### src/rtl/alu_issue_stage_pkg.sv
// Shared types and constants for the ALU issue stage: ALU op codes, RV32I opcodes
// and the decoded-entry record passed from the decoder to the output register.
package alu_issue_stage_pkg;

  typedef enum logic [3:0] {
    ALU_ADD  = 4'd0,
    ALU_SUB  = 4'd1,
    ALU_SLL  = 4'd2,
    ALU_SLT  = 4'd3,
    ALU_SLTU = 4'd4,
    ALU_XOR  = 4'd5,
    ALU_SRL  = 4'd6,
    ALU_SRA  = 4'd7,
    ALU_OR   = 4'd8,
    ALU_AND  = 4'd9
  } alu_op_e;

  localparam logic [6:0] OPC_OP     = 7'b0110011;
  localparam logic [6:0] OPC_OP_IMM = 7'b0010011;
  localparam logic [6:0] OPC_LUI    = 7'b0110111;
  localparam logic [6:0] OPC_AUIPC  = 7'b0010111;
  localparam logic [6:0] F7_ALT     = 7'b0100000;

  typedef struct packed {
    logic [31:0] opda;
    logic [31:0] opdb;
    logic [3:0]  op_sel;
    logic [4:0]  rd;
    logic        we;
    logic        illegal;
  } issue_t;

  // alt selects SUB for funct3 000 and SRA for funct3 101; ignored elsewhere.
  function automatic logic [3:0] alu_op(input logic [2:0] f3, input logic alt);
    logic [3:0] op;
    case (f3)
      3'b000:  op = alt ? ALU_SUB : ALU_ADD;
      3'b001:  op = ALU_SLL;
      3'b010:  op = ALU_SLT;
      3'b011:  op = ALU_SLTU;
      3'b100:  op = ALU_XOR;
      3'b101:  op = alt ? ALU_SRA : ALU_SRL;
      3'b110:  op = ALU_OR;
      default: op = ALU_AND;
    endcase
    return op;
  endfunction

endpackage

### src/rtl/alu_issue_stage_if.sv
// Bus between the upstream register-read stage, the bypass source and the ALU.
// The slave modport is the issue stage itself; master is whoever drives it.
interface alu_issue_stage_if;

  logic        in_valid;
  logic        in_ready;
  logic [31:0] in_instr;
  logic [31:0] in_pc;
  logic [31:0] in_rs1_data;
  logic [31:0] in_rs2_data;
  logic        fwd_valid;
  logic [4:0]  fwd_rd;
  logic [31:0] fwd_data;
  logic        out_valid;
  logic        out_ready;
  logic [31:0] opdA;
  logic [31:0] opdB;
  logic [3:0]  op_sel;
  logic [4:0]  out_rd;
  logic        out_we;
  logic        illegal;

  modport slave (
    input  in_valid, in_instr, in_pc, in_rs1_data, in_rs2_data,
    input  fwd_valid, fwd_rd, fwd_data,
    input  out_ready,
    output in_ready, out_valid, opdA, opdB, op_sel, out_rd, out_we, illegal
  );

  modport master (
    output in_valid, in_instr, in_pc, in_rs1_data, in_rs2_data,
    output fwd_valid, fwd_rd, fwd_data,
    output out_ready,
    input  in_ready, out_valid, opdA, opdB, op_sel, out_rd, out_we, illegal
  );

endinterface

### src/rtl/alu_issue_decode.sv
// Combinational RV32I decoder for OP, OP-IMM, LUI and AUIPC; everything else is
// flagged illegal with zeroed operands and writeback suppressed.
module alu_issue_decode
  import alu_issue_stage_pkg::*;
(
  input  logic [31:0] instr,
  input  logic [31:0] pc,
  input  logic [31:0] rs1_val,
  input  logic [31:0] rs2_val,
  output issue_t      dec
);

  logic [6:0]  opcode;
  logic [2:0]  f3;
  logic [6:0]  f7;
  logic [31:0] imm_i;
  logic [31:0] imm_u;
  logic        is_shift;

  assign opcode   = instr[6:0];
  assign f3       = instr[14:12];
  assign f7       = instr[31:25];
  assign imm_i    = {{20{instr[31]}}, instr[31:20]};
  assign imm_u    = {instr[31:12], 12'b0};
  assign is_shift = (f3 == 3'b001) || (f3 == 3'b101);

  always_comb begin
    logic legal;
    legal       = 1'b0;
    dec         = '0;
    dec.op_sel  = ALU_ADD;
    dec.rd      = instr[11:7];
    case (opcode)
      OPC_OP: begin
        legal = (f7 == 7'b0) || ((f7 == F7_ALT) && ((f3 == 3'b000) || (f3 == 3'b101)));
        if (legal) begin
          dec.opda   = rs1_val;
          dec.opdb   = rs2_val;
          dec.op_sel = alu_op(f3, f7 == F7_ALT);
        end
      end
      OPC_OP_IMM: begin
        // funct3 000 has no SUB form, so alt is only honoured on the right shift.
        if (f3 == 3'b001)      legal = (f7 == 7'b0);
        else if (f3 == 3'b101) legal = (f7 == 7'b0) || (f7 == F7_ALT);
        else                   legal = 1'b1;
        if (legal) begin
          dec.opda   = rs1_val;
          dec.opdb   = is_shift ? {27'b0, instr[24:20]} : imm_i;
          dec.op_sel = alu_op(f3, (f3 == 3'b101) && (f7 == F7_ALT));
        end
      end
      OPC_LUI: begin
        legal    = 1'b1;
        dec.opdb = imm_u;
      end
      OPC_AUIPC: begin
        legal    = 1'b1;
        dec.opda = pc;
        dec.opdb = imm_u;
      end
      default: legal = 1'b0;
    endcase
    dec.illegal = !legal;
    dec.we      = legal && (dec.rd != 5'd0);
  end

endmodule

### src/rtl/alu_issue_stage.sv
// Issue stage in front of the ALU: optional bypass (define FORWARD_EN), decode,
// and a single-entry valid/ready output register with flush.
module alu_issue_stage
  import alu_issue_stage_pkg::*;
#(
  parameter int          XLEN     = 32,
  parameter logic [31:0] RESET_PC = 32'h0
) (
  input  logic              clk,
  input  logic              rst,
  input  logic              flush,
  alu_issue_stage_if.slave  bus
);

  localparam logic [31:0] reset_pc_unused = RESET_PC;

  if (XLEN != 32) begin : g_xlen_check
    $error("alu_issue_stage supports XLEN=32 only");
  end

  logic [31:0] rs1_val;
  logic [31:0] rs2_val;
  issue_t      dec;
  issue_t      held;
  logic        out_valid_q;
  logic        accept;

`ifdef FORWARD_EN
  logic [4:0] rs1_idx;
  logic [4:0] rs2_idx;
  logic       fwd_hit;

  assign rs1_idx = bus.in_instr[19:15];
  assign rs2_idx = bus.in_instr[24:20];
  assign fwd_hit = bus.fwd_valid && (bus.fwd_rd != 5'd0);
  assign rs1_val = (fwd_hit && (bus.fwd_rd == rs1_idx)) ? bus.fwd_data : bus.in_rs1_data;
  assign rs2_val = (fwd_hit && (bus.fwd_rd == rs2_idx)) ? bus.fwd_data : bus.in_rs2_data;
`else
  logic fwd_unused;

  assign fwd_unused = ^{bus.fwd_valid, bus.fwd_rd, bus.fwd_data};
  assign rs1_val    = bus.in_rs1_data;
  assign rs2_val    = bus.in_rs2_data;
`endif

  alu_issue_decode u_decode (
    .instr   (bus.in_instr),
    .pc      (bus.in_pc),
    .rs1_val (rs1_val),
    .rs2_val (rs2_val),
    .dec     (dec)
  );

  assign bus.in_ready = !out_valid_q || bus.out_ready;
  assign accept       = bus.in_valid && bus.in_ready;

  // Flush wins over a same-cycle accept; a consume without a new accept empties the slot.
  always_ff @(posedge clk or posedge rst) begin
    if (rst)             out_valid_q <= 1'b0;
    else if (flush)      out_valid_q <= 1'b0;
    else if (accept)     out_valid_q <= 1'b1;
    else if (bus.out_ready) out_valid_q <= 1'b0;
  end

  // Payload loads on any accept, flushed or not; it is don't-care while invalid.
  always_ff @(posedge clk or posedge rst) begin
    if (rst) begin
      held        <= '0;
      held.op_sel <= ALU_ADD;
    end else if (accept) begin
      held <= dec;
    end
  end

  assign bus.out_valid = out_valid_q;
  assign bus.opdA      = held.opda;
  assign bus.opdB      = held.opdb;
  assign bus.op_sel    = held.op_sel;
  assign bus.out_rd    = held.rd;
  assign bus.out_we    = held.we;
  assign bus.illegal   = held.illegal;

endmodule

### src/flat_wrapper.sv
// flat-port wrapper written by rule: the top's interface ports become plain ports
module alu_issue_stage_flat import alu_issue_stage_pkg::*;
#(
  parameter int          XLEN     = 32,
  parameter logic [31:0] RESET_PC = 32'h0
)
  (clk, rst, flush, bus_in_valid, bus_in_instr, bus_in_pc, bus_in_rs1_data, bus_in_rs2_data, bus_fwd_valid, bus_fwd_rd, bus_fwd_data, bus_out_ready, bus_in_ready, bus_out_valid, bus_opdA, bus_opdB, bus_op_sel, bus_out_rd, bus_out_we, bus_illegal);
  alu_issue_stage_if bus_i ();
  input  logic clk;
  input  logic rst;
  input  logic flush;
  input wire logic [$bits(bus_i.in_valid)-1:0] bus_in_valid;
  input wire logic [$bits(bus_i.in_instr)-1:0] bus_in_instr;
  input wire logic [$bits(bus_i.in_pc)-1:0] bus_in_pc;
  input wire logic [$bits(bus_i.in_rs1_data)-1:0] bus_in_rs1_data;
  input wire logic [$bits(bus_i.in_rs2_data)-1:0] bus_in_rs2_data;
  input wire logic [$bits(bus_i.fwd_valid)-1:0] bus_fwd_valid;
  input wire logic [$bits(bus_i.fwd_rd)-1:0] bus_fwd_rd;
  input wire logic [$bits(bus_i.fwd_data)-1:0] bus_fwd_data;
  input wire logic [$bits(bus_i.out_ready)-1:0] bus_out_ready;
  output wire logic [$bits(bus_i.in_ready)-1:0] bus_in_ready;
  output wire logic [$bits(bus_i.out_valid)-1:0] bus_out_valid;
  output wire logic [$bits(bus_i.opdA)-1:0] bus_opdA;
  output wire logic [$bits(bus_i.opdB)-1:0] bus_opdB;
  output wire logic [$bits(bus_i.op_sel)-1:0] bus_op_sel;
  output wire logic [$bits(bus_i.out_rd)-1:0] bus_out_rd;
  output wire logic [$bits(bus_i.out_we)-1:0] bus_out_we;
  output wire logic [$bits(bus_i.illegal)-1:0] bus_illegal;
  assign bus_i.in_valid = bus_in_valid;
  assign bus_i.in_instr = bus_in_instr;
  assign bus_i.in_pc = bus_in_pc;
  assign bus_i.in_rs1_data = bus_in_rs1_data;
  assign bus_i.in_rs2_data = bus_in_rs2_data;
  assign bus_i.fwd_valid = bus_fwd_valid;
  assign bus_i.fwd_rd = bus_fwd_rd;
  assign bus_i.fwd_data = bus_fwd_data;
  assign bus_i.out_ready = bus_out_ready;
  assign bus_in_ready = bus_i.in_ready;
  assign bus_out_valid = bus_i.out_valid;
  assign bus_opdA = bus_i.opdA;
  assign bus_opdB = bus_i.opdB;
  assign bus_op_sel = bus_i.op_sel;
  assign bus_out_rd = bus_i.out_rd;
  assign bus_out_we = bus_i.out_we;
  assign bus_illegal = bus_i.illegal;
  alu_issue_stage #(.XLEN(XLEN), .RESET_PC(RESET_PC)) u_core (.clk(clk), .rst(rst), .flush(flush), .bus(bus_i));
endmodule
### config.mk
export PLATFORM = sky130hd
export DESIGN_NAME = alu_issue_stage_flat
export DESIGN_NICKNAME = d
export VERILOG_FILES = /design/src/rtl/alu_issue_stage_pkg.sv /design/src/rtl/alu_issue_stage_if.sv /design/src/rtl/alu_issue_decode.sv /design/src/rtl/alu_issue_stage.sv /design/src/flat_wrapper.sv
export SDC_FILE = /design/constraint.sdc
export NUM_CORES = 1
export LEC_CHECK = 0
export CAP_MARGIN = 20
export CORE_MARGIN = 4
export CORE_UTILIZATION = 39
export CTS_BUF_LIST = sky130_fd_sc_hd__clkbuf_4
export DETAILED_ROUTE_END_ITERATION = 8
export GPL_ROUTABILITY_DRIVEN = 1
export GPL_TIMING_DRIVEN = 0
export HOLD_SLACK_MARGIN = 0.08
export PLACE_DENSITY = 0.84
export SYNTH_ARGS = -nofsm -noshare
export SYNTH_HDL_FRONTEND = slang
export SYNTH_SLANG_ARGS = --single-unit
### constraint.sdc
create_clock -name clk -period 6.2 [get_ports clk]
set_input_delay 1.24 -clock clk [delete_from_list [all_inputs] [get_ports clk]]
set_output_delay 1.24 -clock clk [all_outputs]
set_load 0.02 [all_outputs]
# Word-level counts from Yosys, hierarchy flattened
# Cells that the tools add are included.
# op_classes
n_mux	19
n_eq_ne	11
n_reduce_logical	16
# ops
cell	count
32-bit one-hot mux with 3 select lines	2
68-bit two-way mux	2
4-bit one-hot mux with 7 select lines	2
32-bit two-way mux	1
7-bit by 6-bit == test with 1-bit output, second input constant	3
7-bit by 5-bit == test with 1-bit output, second input constant	2
1-bit two-way mux	10
3-bit == test, second input constant	3
4-bit one-hot mux with 2 select lines	1
7-bit logical NOT	1
3-bit by 2-bit == test with 1-bit output, second input constant	2
1-bit logical OR	5
5-bit nonzero test	1
1-bit logical AND	4
3-bit by 1-bit == test with 1-bit output, second input constant	1
3-bit logical NOT	1
1-bit one-hot mux with 3 select lines	1
3-bit nonzero test	1
1-bit logical NOT	2
2-bit OR reduction	1
# totals
output_inout_bits	77
wordCells	53
register_bits	76

# Logic depth before layout (Yosys ltp)
# depth
word_depth	7
ltp_mapped	8
ltp_nobuf	5

# Cells and area by module
# A second synthesis with hierarchy kept.
# unflattened
cells_unflattened	309
area_unflattened_um2	4185.3
# by_module_without_submodules
mod	area_each_um2	cells_each	instances
alu_issue_stage	3088.0	164	1
alu_issue_decode	1097.3	145	1

# Worst setup path before layout
# Ideal clock, no wire load.
# synth_timing
kind	in2out
start	in bus_out_ready
end	out bus_in_ready
required_time_ns	4.960
t_arrival_ns	1.482
slack_ns	3.478
stages	1
path_cell_list	nand2b_1
# synth_between
elab_chain_cells	1
# synth_lines
element	line	text
from (decl)	flat_wrapper.sv:20	input wire logic [$bits(bus_i.out_ready)-1:0] bus_out_ready;
1-bit logical OR	alu_issue_stage.sv:54	assign bus.in_ready = !out_valid_q || bus.out_ready;
to (decl)	flat_wrapper.sv:21	output wire logic [$bits(bus_i.in_ready)-1:0] bus_in_ready;
# No other way between the ends.

# Final worst setup path
# Ends and elaborated chain as after synthesis.

==> qor.yml <==
worst_setup_path:
  crit_path_max_fanout: 4
  arrival_ns: 2.47
  rr_worst_depth: 5
  critical-path-top-delay-family: "buffers and inverters"
  rr_startpoint: "u_core.bus.out_valid"
  cp.required_ns: 4.96
  cpMostUsedCell: "clkdlybuf4s50_1"
  r2r_slack_ns: 4.19
  cp_cell_sequence: "clkdlybuf4s50_1, nand2b_1, clkdlybuf4s50_1"
  cp-start-kind: "primary input"
  max_stage_delay_ns: 0.63
  worstSetupPathType: "primary input to output port"
  crit_buf_inv: 2
  critPathSlowestCell: "clkdlybuf4s50_1"
  cp-end-kind: "output port"
  timing.rr.end: "u_core.bus.opdB[0]"
logic_synthesis:
  asyncSetResetFlopFracSynth_pct: 100
  synth_nets: 512
  ys_seq_area_share_pct: 52.6
  synth_enable_flop_cells: 0
  ys.flop_type: "dfrtp_1"
  synth_warnings: 0
  synth_seq_cells: 76
  synthCells: 341
  synth.distinct_cells: 40
  syn_avg_cell_area_sq_um: 10.6
  synthesis.area_sq_um: 3620
route:
  avgRoutedWirePerCell_microns: 19.5
  wl_mm: 13.1
  routed_via_density: 5.53
  route.detailed.drc: 0
  drt_iter0_markers: 128
  vias: 3725
  first_pass_iters: 4
  ant_nets: 0
die:
  rows: 34
  ios: 248
  die_h_microns: 104
  start_util_pct: 40.7
  die_width_microns: 104
  core_area_sq_um: 8890
  dieArea_sq_um: 10900
cts:
  cts_setup_buffers: 0
  cts.sinks: 76
  numCtsBuffers: 9
  cts.htree.levels: 3
  post_cts_resized: 0
  cts_root_buffer: "clkbuf_4"
  cts_hold_buf: 0
  cts_tree: "built"
  clkLatencyLatePin_ns: 0.41
  cts.clk_slew.worst_paths_ns: 0.12
  clk_path_buf_depth: 2
timing:
  hold_viol: 0
  final.setup.tns_ns: 0
  maxSlewHeadroom_pct: 33.7
  finalSetupViolations: 0
  post-route-period-util_pct: 59.9
  maxSlewViolCount: 0
  skew_ns: 0.0160
  rsz0062_at_grt: "no"
  clock.fmax_mhz: 269
  finalCriticalPeriod_ns: 3.71
  holdWs_ns: 0.492
  worst_slew_pin_slew_ns: 0.985
hold_path:
  whs_path_depth: 2
  holdPathEnd: "u_core.bus.out_rd[4]"
  hp-class: "register to register"
  worstHoldStart: "u_core.bus.out_rd[4]"
cells_and_area:
  diodes: 0
  final_nets: 731
  drive_gt1_share_pct: 8.32
  syn_to_final_growth_pct: 67.5
power_and_ir_drop:
  cellLeakagePower_nw: 2.90
  powerDensity_nw_per_um2: 185
  ir_drop_mv: 0.105
placement:
  place_congestion: 0.787
  dp_hpwl_mm: 10.3
  port_buffers: 207
job:
  drv_cap: 0
global_routing:
  grt_usage_pct: 23.9
  grt_max_degree: 47
  grt_pass1_wl_mm: 21.0
  grt_pass1_vias: 3943
  grt_overflow: 0
  antenna_found_initial: 0
outcome:
  status: "completed"
==> synthesized netlist by cell type, drive strengths merged (2+ instances only) <==
cell type	count	area, sq um
nor2	26	100
a21oi	24	120
a21o	33	248
buf	20	154
a32oi	6	52.6
o21a	2	15.0
nand2b	4	25.0
and2	2	12.5
a22o	34	298
nand3	18	95.1
or4	3	26.3
clkbuf	8	30.0
inv	3	11.3
a31oi	2	12.5
nor3	2	21.3
a221oi	19	179
nand2	40	150
dfrtp	76	1900
o21ai	4	20.0
nor4	3	48.8
==> power breakdown <==
part	internal [mW]	total (mW)	switching, mW
Combinational	0.108	0.190	0.0817
Sequential	0.504	0.508	0.00431
Clock	0.253	0.426	0.173
==> state kept, by name, summed over array words and instances (netlist names) <==
signal	count
u_core.bus.opdA	32
u_core.bus.opdB	32
u_core.bus.out_rd	5
u_core.bus.op_sel	4
u_core.bus.illegal	1
u_core.bus.out_valid	1
u_core.bus.out_we	1
==> worst max-delay path by stage <==
stage / from / endpoint / slack [ns] / cells past startpoint
2_1_floorplan: rst / u_core.bus.illegal / 3.02 / 1
3_3_place_gp: rst / u_core.bus.opdB[23] / 1.73 / 2
3_5_place_dp: bus_out_ready / bus_in_ready / 2.49 / 3
4_1_cts: bus_out_ready / bus_in_ready / 2.48 / 3
5_1_grt: bus_out_ready / bus_in_ready / 2.44 / 3
6_report: bus_out_ready / bus_in_ready / 2.49 / 3
==> layout by cell type, fill, tap and decap left out, types with 6 or more instances in the layout <==
master and instances:
buf_2 9, a21oi_1 24, a21o_1 33, clkbuf_4 11, a221oi_1 17, a32oi_1 6
dfrtp_1 76, nand3_1 17, nand2_1 40, buf_6 7, nor2_1 25, clkbuf_1 8
clkdlybuf4s50_1 207, a22o_1 34
==> logic make-up (layout without fill, tap and decap cells) <==
logic type	after synthesis	count (layout)	synth area share [%]
flip-flops	76	76	52.6
AND/OR/NAND/NOR	102	102	13.9
XOR/XNOR	1	1	0.242
multiplexers	1	1	0.277
AO/OA/AOI/OAI	130	130	27.6
buffers and inverters	31	255	5.39
==> layer usage <==
| metal | up-vias | part of all wire [%] | global-route usage, % |
|---|---|---|---|
| met4 | 0 | 1.3 | 6.08 |
| met2 | 178 | 49 | 42.2 |
| met1 | 1821 | 39 | 27.3 |
| li1 | 1712 | - | - |
| met3 | 14 | 11 | 8.88 |
| met5 | - | 0 | 0 |
==> stage by stage <==
step	instance area, sq um	std cells	util, %	power (mW)	setup WS [ns]
finish	6060	673	68.2	1.12	2.49
global route	6060	673	68.2	1.17	2.44
CTS	6060	673	68.2	1.14	2.48
detailed placement	5860	657	65.9	0.708	2.49
global placement	5830	656	65.5	0.701	1.73
floorplan	3620	341	-	0.579	3.02
==> tightest hold or removal path: cells and delay by family (launching register included) <==
family	cells	cell delay (ns)
flops	1	0.37
simple gates	2	0.10
==> layout make-up <==
cell class / count / area (sq um)
flip-flops and latches: 76 / 1900
repair buffers: 208 / 2100
plain buffers: 28 / 184
clock buffers: 11 / 82.6
fillers: 698 / 2830
clock inverters: 5 / 124
multi-input cells: 234 / 1520
well taps: 108 / 135
inverters: 3 / 13.8
No activity file was read; power rests on OpenSTA's default activity.
==> edit, RTL diff (same flow settings) <==
The option `FORWARD_EN` is turned on by a define.
--- a/src/rtl/alu_issue_stage.sv
+++ b/src/rtl/alu_issue_stage.sv
@@ -1,5 +1,7 @@
 // Issue stage in front of the ALU: optional bypass (define FORWARD_EN), decode,
 // and a single-entry valid/ready output register with flush.
+`define FORWARD_EN
+
 module alu_issue_stage
   import alu_issue_stage_pkg::*;
 #(
Behaviour: not the same (a bounded check fails within 4 cycles, from zero or initial values and one cycle with rst high).
==> edit against the original RTL <==
- setup slack got worse by 45 ps
- wire length is 39% higher
- power is 10% higher
- clock power increased by 4%
- first-iteration DRC count rose by 140%
- register-to-register slack got worse by 60 ps
- combinational power increased by 48%
- sequential cell count unchanged
- die area increased by 21%
- area after synthesis increased by 23%
- critical path depth did not move
- clock skew fell by 6.0 ps
- cell area up 20%
==> edit: results (changes against the original RTL) <==
Routing
  • Top layer in use: met4
  • Drt first pass iters: 5 (+1)
  • Routed WL: 18.3 mm (+39%)
  • Met1 Wirelength: 7.13 mm (+40%)
  • Via-per-instance ratio: 5.62 (+1.5%)
  • Met3 wire length: 1.79 mm (+28%)
  • Starting DRC count in detailed routing: 301 (+140%)
  • Met2 Routed Length: 8.98 mm (+39%)

Critical path
  • Data arrival time of the worst path: 2520 ps (+50 ps)
  • Critical Path Max Stage Delay: 640 ps
  • Cells on worst reg2reg path: 7 (+2)
  • Reg2reg start: u_core.bus.out_valid
  • Max Fanout on Critical Path: 4 (unchanged)
  • Reg2reg end: u_core.bus.opdB[5]
  • Crit-path leading delay family: buffers and inverters
  • R2R setup slack: 4130 ps (-60 ps)

Status
  • Outcome: finished, final reports clean

Worst hold path
  • Hold Path Stages: 2 (unchanged)
  • Worst Hold End: u_core.bus.out_rd[0]
  • Min-delay src: u_core.bus.out_rd[0]

STA
  • Worst Tran Pin Value: 886 ps (-98.8 ps)
  • Clk_skew: 10.0 ps (-5.97 ps)

GRT
  • Grt met1 use: 0.331 (+0.0586)
  • M2 GR Usage: 0.471 (+0.0494)
  • Met3 Resource Use GR: 0.0719 (-0.0169)
  • Gr usage total: 0.273 (+0.0338)
  • First-pass GRT wire length: 27.8 mm (+33%)
  • Vias in the first global route: 5,212 (+32%)
  • Largest net degree at the start of global routing: 70 (+49%)

CTS
  • Insertion delay to the later sink of the worst-skew pair: 440 ps (+30 ps)
  • Clock transition time at the flip-flop clock pins of the worst setup and hold paths: 140 ps (+20 ps)
  • CTS H-Tree Depth: 3 (unchanged)
  • CTS resizes: 0 (unchanged)

Logic synthesis
  • Area contributors post-synth: dfrtp_1 (43%), mux2i_1 (15%), a21oi_1 (6.9%)
  • Top cells by instance count after synthesis: dfrtp_1 (76), mux2i_1 (65), a21oi_1 (61), nand2_1 (50), o21ai_1 (35)
  • XOR/XNOR share of the synthesized area: 0.0237 (+0.0212)
  • Top_reg_cell synth: dfrtp_1
  • Yosys cell types: 39 (-2.5%)
  • Ys async rst share: 1.00 (unchanged)
  • Mux contribution to synthesized area: 0.146 (+0.144)
  • Register area share after synthesis: 0.428 (-0.0974)
  • Compound-Gate Fraction of Synth Area: 0.188 (-0.0875)
  • Syn_nets: 639 (+25%)

Run
  • Max-cap violations: 0 (unchanged)

Power and ir drop
  • Pleak: 2.94 nW (+1.5%)
  • Maximum VDD drop: 0.112 mV (+6.9%)

Cells and area
  • # diodes: 0 (unchanged)
  • Nets@finish: 894 (+22%)
  • Share of cells above drive strength 1: 0.0549 (-0.0282)

Placed design
  • Port bufs: 243 (+17%)
  • GPL Wtd Cong: 0.930 (+18%)
  • DPL Wire Length: 14.5 mm (+41%)
## edit: changes by cell type in the layout (fill, tap and decap cells not counted), sizes merged, moves of 10 or more
cell	change
nand2	+10
mux2i	+64
nor2	-11
clkbuf	+15
clkdlybuf4s50	+36
a21oi	+37
a22o	-34
a221oi	-19
and3	+33
a21o	-33
o221ai	+24
o21ai	+36
## edit: cell families (layout without fill, tap and decap cells)
kind of cell | after synthesis | in the layout
mux | 65 | 65
compound gates | 140 | 140
xor+xnor | 12 | 12
buf+inv | 46 | 306
flops | 76 | 76
simple gates | 129 | 129
## edit: worst max path at each step
stage                       start             endpoint  slack, ps  cells after the start
floorplan                     rst   u_core.bus.illegal       3020                      1
global placement              rst  u_core.bus.opdA[27]       1670                      2
detailed placement  bus_out_ready         bus_in_ready       2450                      3
CTS                 bus_out_ready         bus_in_ready       2440                      3
global route        bus_out_ready         bus_in_ready       2390                      3
finish              bus_out_ready         bus_in_ready       2440                      3
## edit: per-stage QoR
step,area (sq um),power (W),hold slack [ps],setup WS (ps),cells
floorplan,4440,0.000626,587,3020,468
global placement,7050,0.000797,456,1670,851
detailed placement,7080,0.000805,464,2450,852
CTS,7290,0.00125,497,2440,868
global route,7290,0.00129,540,2390,868
finish,7290,0.00124,495,2440,868
## edit: final cells by class
type | count | area, sq um
Sequential cell | 76 | 1900
Tap cell | 140 | 175
Clock buffer | 9 | 67.6
Buffer | 39 | 219
Timing Repair Buffer | 244 | 2460
Fill cell | 899 | 3690
Multi-Input combinational cell | 346 | 2290
Inverter | 7 | 28.8
Clock inverter | 7 | 146
## edit: tightest hold or removal path: stages, from the launching register on
cell     delay, ps
dfrtp_1        370
nand2_1         50
nand2_1         50
## edit: where the power goes
group / internal, W / switching (W)
clock: 0.000248 / 0.000195
sequential: 0.000508 / 0.00000742
combinational: 0.000152 / 0.000129
